`config.mk`:
```
export PLATFORM = sky130hd
export DESIGN_NAME = jam_cost_table
export DESIGN_NICKNAME = d
export VERILOG_FILES = /design/src/rtl/jam_cost_table.sv
export SDC_FILE = /design/constraint.sdc
export NUM_CORES = 1
export LEC_CHECK = 0
export ABC_AREA = 0
export BUFFER_PORTS_ARGS = -buffer_cell sky130_fd_sc_hd__buf_2
export CAP_MARGIN = 20
export CORE_ASPECT_RATIO = 0.6
export CORE_MARGIN = 1
export CORE_UTILIZATION = 55
export CTS_CLUSTER_SIZE = 10
export DETAILED_ROUTE_END_ITERATION = 16
export PLACE_DENSITY = 0.71
export SLEW_MARGIN = 5
export SYNTH_ARGS = -nofsm -noshare
export SYNTH_HDL_FRONTEND = slang
export SYNTH_SLANG_ARGS = --single-unit
```
`constraint.sdc`:
```
create_clock -name CLK -period 6.75 [get_ports CLK]
set_clock_uncertainty 0.15 [all_clocks]
set_input_delay 1.35 -clock CLK [delete_from_list [all_inputs] [get_ports CLK]]
set_output_delay 1.35 -clock CLK [all_outputs]
set_load 0.1 [all_outputs]
```
`src/rtl/jam_cost_table.sv`:
```
`default_nettype none
// ============================================================================
//  Module      : jam_cost_table
//  Description : Cost-matrix responder for the job-assignment engine.
//                Holds an 8x8 worker-by-job cost table loaded over a
//                valid/ready stream. It returns Cost one cycle after the
//                engine presents W/J. It captures the engine's final
//                MatchCount/MinCost when Valid is raised, and counts the
//                search cycles spent in READY (saturating).
//  Ports       :
//    CLK, RST                 clock (rising edge), synchronous active-high reset
//    load_valid/load_data     row-major table load stream (W outer, J inner)
//    load_ready               table accepts an entry this cycle
//    load_clear               discard table and restart loading
//    W, J                     worker / job index from the engine
//    Cost                     registered table[{W,J}], 0 until table loaded
//    Valid, MatchCount,
//    MinCost                  engine result strobe and result values
//    tbl_ready                table fully loaded (READY or DONE)
//    res_valid                result captured (DONE)
//    res_match, res_min       captured engine results
//    search_cycles            cycles spent in READY before Valid, saturating
//  Revision    : 1.0  initial release
// ============================================================================
module jam_cost_table #(
  parameter int COST_W = 7,
  parameter int CYC_W  = 20
) (
  input  logic              CLK,
  input  logic              RST,
  input  logic              load_valid,
  input  logic [COST_W-1:0] load_data,
  output logic              load_ready,
  input  logic              load_clear,
  input  logic [2:0]        W,
  input  logic [2:0]        J,
  output logic [COST_W-1:0] Cost,
  input  logic              Valid,
  input  logic [3:0]        MatchCount,
  input  logic [9:0]        MinCost,
  output logic              tbl_ready,
  output logic              res_valid,
  output logic [3:0]        res_match,
  output logic [9:0]        res_min,
  output logic [CYC_W-1:0]  search_cycles
);

  typedef enum logic [1:0] {
    S_EMPTY   = 2'd0,
    S_LOADING = 2'd1,
    S_READY   = 2'd2,
    S_DONE    = 2'd3
  } state_t;

  localparam logic [CYC_W-1:0] c_cyc_max = {CYC_W{1'b1}};
  localparam logic [5:0]       c_last    = 6'd63;

  state_t              r_state;
  logic [5:0]          r_ptr;
  logic                r_load_ready;
  logic                r_tbl_ready;
  logic                r_res_valid;
  logic [3:0]          r_res_match;
  logic [9:0]          r_res_min;
  logic [CYC_W-1:0]    r_search_cycles;
  logic [COST_W-1:0]   r_cost;
  logic [COST_W-1:0]   r_table [64];

  logic                w_accept;

  // r_load_ready is high exactly in LOADING, so it doubles as the state
  // qualifier for the handshake. A clear in the same cycle wins.
  assign w_accept = r_load_ready && load_valid && !load_clear;

  // --------------------------------------------------------------------------
  // Control FSM with registered status outputs
  // --------------------------------------------------------------------------
  always_ff @(posedge CLK) begin
    if (RST) begin
      r_state         <= S_EMPTY;
      r_ptr           <= 6'd0;
      r_load_ready    <= 1'b0;
      r_tbl_ready     <= 1'b0;
      r_res_valid     <= 1'b0;
      r_res_match     <= 4'd0;
      r_res_min       <= 10'd0;
      r_search_cycles <= '0;
    end else if (load_clear) begin
      r_state         <= S_LOADING;
      r_ptr           <= 6'd0;
      r_load_ready    <= 1'b1;
      r_tbl_ready     <= 1'b0;
      r_res_valid     <= 1'b0;
      r_res_match     <= 4'd0;
      r_res_min       <= 10'd0;
      r_search_cycles <= '0;
    end else begin
      case (r_state)
        S_EMPTY: begin
          r_state      <= S_LOADING;
          r_load_ready <= 1'b1;
        end
        S_LOADING: begin
          if (w_accept) begin
            r_ptr <= r_ptr + 6'd1;
            if (r_ptr == c_last) begin
              r_state      <= S_READY;
              r_load_ready <= 1'b0;
              r_tbl_ready  <= 1'b1;
            end
          end
        end
        S_READY: begin
          if (Valid) begin
            // The Valid cycle itself is not counted as a search cycle.
            r_state     <= S_DONE;
            r_res_valid <= 1'b1;
            r_res_match <= MatchCount;
            r_res_min   <= MinCost;
          end else if (r_search_cycles != c_cyc_max) begin
            r_search_cycles <= r_search_cycles + 1'b1;
          end
        end
        S_DONE: begin
          // Results hold; further Valid pulses are ignored.
        end
        default: begin
          r_state      <= S_EMPTY;
          r_load_ready <= 1'b0;
          r_tbl_ready  <= 1'b0;
          r_res_valid  <= 1'b0;
        end
      endcase
    end
  end

  // --------------------------------------------------------------------------
  // Table storage: contents deliberately have no reset so it maps to RAM.
  // --------------------------------------------------------------------------
  always_ff @(posedge CLK) begin
    if (!RST && w_accept) begin
      r_table[r_ptr] <= load_data;
    end
  end

  // --------------------------------------------------------------------------
  // Read port: one-cycle latency, no enable. Gated by the registered
  // tbl_ready, so the cycle that accepts the 64th write still returns 0.
  // --------------------------------------------------------------------------
  always_ff @(posedge CLK) begin
    if (RST) begin
      r_cost <= '0;
    end else if (r_tbl_ready) begin
      r_cost <= r_table[{W, J}];
    end else begin
      r_cost <= '0;
    end
  end

  assign load_ready    = r_load_ready;
  assign tbl_ready     = r_tbl_ready;
  assign res_valid     = r_res_valid;
  assign res_match     = r_res_match;
  assign res_min       = r_res_min;
  assign search_cycles = r_search_cycles;
  assign Cost          = r_cost;

endmodule
`default_nettype wire

```
==> reports/qor.csv <==
metric,value,unit
yosys_warnings,0,
hold_buffers,0,
grt_max_degree,65,
ir_drop,203,uV
final_nets,1200,
ys_top_cells_by_count,"edfxtp_1 (448), mux4_2 (108), nor2_1 (102)",
whs_path_depth,2,
first_iter_violations,1088,
die_h,149,microns
worst_r2r_endpoint,r_table[22][6],
r2r-start,load_ready,
yosysUniqueCellTypes,58,
wirelength,43700,microns
synth_top_area_share,67.8,%
detail_route.wl_per_cell,26.1,microns
synth_top_cell_by_area,edfxtp_1,
synthMostInstantiatedCell,edfxtp_1,
reg2reg_slack,3.83,ns
htreeDepth,2,
worstSkewPairLatency,0.58,ns
synth-seq-area-share,73.1,%
worst_slew_pin_slew,0.966,ns
setup_tns,0,ns
mappedNetlistArea,19800,sq um
initial_core_util,56.2,%
synth_edf_count,448,
cp_max_fo,8,
place_hpwl,27200,microns
antenna_found_initial,0,
ant_nets,0,
cts_sinks,500,
cp.required,6.80,ns
viasPerCell,6.23,
arrival,3.78,ns
outcome,"finished, final reports clean",
syn_to_final_growth,12.0,%
fmax,268,MHz
syn_nets,1106,
cpPeakStageDelay,0.85,ns
grt_pass1_vias,10300,
cts_buffers,55,
synth_top_flop_cell,edfxtp_1,
synth_area_leaders,"edfxtp_1 (68%), mux4_2 (12%), dfxtp_1 (5.2%)",
leakage,7.14,nW
synthArstFlopShare,0,%
cts_root_buf,clkbuf_16,
core,35300,sq um
row_count,53,
drive_gt1_share,22.2,%
gp_congestion,0.881,
grt_pass1_wl,66200,microns
vias,10400,
cts_setup_buffers,0,
hold_class,reg -> reg,
timing.max_slew.rel_slack,35.6,%
io_buffers,75,
min_to,res_min[2],
post_cts_resized,0,
cp-end-kind,register,
dieWidth,247,microns
finalCriticalPeriod,3.73,ns
rsz0062_at_grt,false,
start_kind,input port,
cpMaxStageDelayCell,nor2_1,
ioPinCount,76,
worstSetupPathType,in -> reg,
maxCapViolCount,0,
setup_viol,0,
grt_usage,24.8,%
firstDrtPassIters,6,
dieArea,36800,sq um
pwr_density_cell,286,nW/um^2
syn_avg_cell_area,18.6,sq um
r2r_cells,4,
slew_violations,0,
setup.worst_path.start,load_clear,
clk_pin_slew_worst_paths,0.05,ns
min_period_over_period,55.2,%
drc,0,
hold_viol_final,0,
grt_overflow,0,
antenna_cells,0,
synth_cells,1068,
cts_tree,done,
finalPower,6.34,mW
cp_cell_sequence,buf_2 -> or2_2 -> nor3_1 -> nand3_1 -> nor2_1,
synth_seq_cells,500,
cts_max_path_buffers,3,
worstHoldStart,res_min[2],
==> how the worst max path moves through the flow <==
stage	slack, ns	endpoint	depth (start not counted)
6_report	3.02	r_table[22][6]	5
5_1_grt	2.81	Cost[5]	6
4_1_cts	3.02	Cost[5]	6
3_5_place_dp	2.43	Cost[5]	6
3_3_place_gp	2.44	Cost[5]	6
2_1_floorplan	3.51	r_table[63][0]	5
==> sequential cells by signal, summed over array words and instances, names as in the netlist <==
register / count
Cost: 7
load_ready: 1
r_ptr: 6
r_state: 2
r_table: 448
res_match: 4
res_min: 10
res_valid: 1
search_cycles: 20
tbl_ready: 1
==> report_power, final <==
group	switching, mW	internal [mW]	leakage (nW)
logic	0.171	0.102	1.94
clock network	1.14	1.55	0.756
registers	0.00197	3.37	4.44
total	1.31	5.03	7.14
==> per-stage QoR <==
| step | worst slack (ns) | cell area, sq um | util (%) | std cells | hold slack (ns) |
|---|---|---|---|---|---|
| 5_1_grt | 2.81 | 22200 | 62.9 | 1676 | 0.333 |
| 4_1_cts | 3.02 | 22200 | 62.8 | 1673 | 0.302 |
| 6_report | 3.02 | 22200 | 62.9 | 1676 | 0.299 |
| 3_5_place_dp | 2.43 | 20600 | 58.3 | 1569 | 0.295 |
| 2_1_floorplan | 3.51 | 19800 | - | 1068 | 0.360 |
| 3_3_place_gp | 2.44 | 20600 | 58.3 | 1569 | 0.287 |
==> cell usage in the layout, fill, tap and decap left out, types with 4 or more instances in the layout <==
| cell type | count |
|---|---|
| and3_1 | 4 |
| or3_1 | 5 |
| buf_2 | 73 |
| nand2_1 | 63 |
| dfxtp_1 | 52 |
| a31oi_1 | 4 |
| a211oi_1 | 9 |
| mux2i_1 | 39 |
| nand4_1 | 8 |
| clkbuf_16 | 56 |
| nand3b_1 | 4 |
| nor3_1 | 5 |
| ha_1 | 6 |
| nor2_1 | 102 |
| and2_1 | 4 |
| clkbuf_1 | 46 |
| inv_1 | 11 |
| nor2b_1 | 6 |
| mux4_1 | 8 |
| a2111oi_0 | 4 |
| xor2_1 | 6 |
| o22ai_1 | 4 |
| o211ai_1 | 4 |
| buf_4 | 15 |
| mux4_2 | 108 |
| a21oi_1 | 25 |
| xnor2_1 | 13 |
| edfxtp_1 | 448 |
| nand3_1 | 16 |
| o21ai_0 | 11 |
==> cell families after synthesis <==
group                    share of synthesized area (%)
AO/OA/AOI/OAI                                     3.00
XOR/XNOR                                         0.839
adder cells (fa/ha/maj)                          0.379
buffers and inverters                             1.94
flip-flops                                        73.1
multiplexers                                      15.5
AND/OR/NAND/NOR                                   5.28
==> per-layer routing <==
| metal | share of wire [%] | global-route usage (%) | up-vias |
|---|---|---|---|
| li1 | - | - | 4476 |
| met1 | 46 | 41.1 | 5347 |
| met2 | 42 | 33.2 | 547 |
| met3 | 10 | 5.40 | 70 |
| met4 | 1.9 | 6.11 | 0 |
| met5 | 0 | 0 | - |
==> critical path: cells and delay by family <==
kind          cells  cell delay, ns
buf+inv           1            0.13
simple gates      4            2.28
==> area by class of cell <==
class / instances / area [sq um]
clock buffer: 102 / 1570
fill: 2480 / 13100
multi-input combinational: 502 / 4950
tap: 467 / 584
clock inverter: 2 / 25.0
sequential: 500 / 14500
timing repair buffer: 91 / 529
inverter: 12 / 45.0
(Power assumes the default switching activity.)
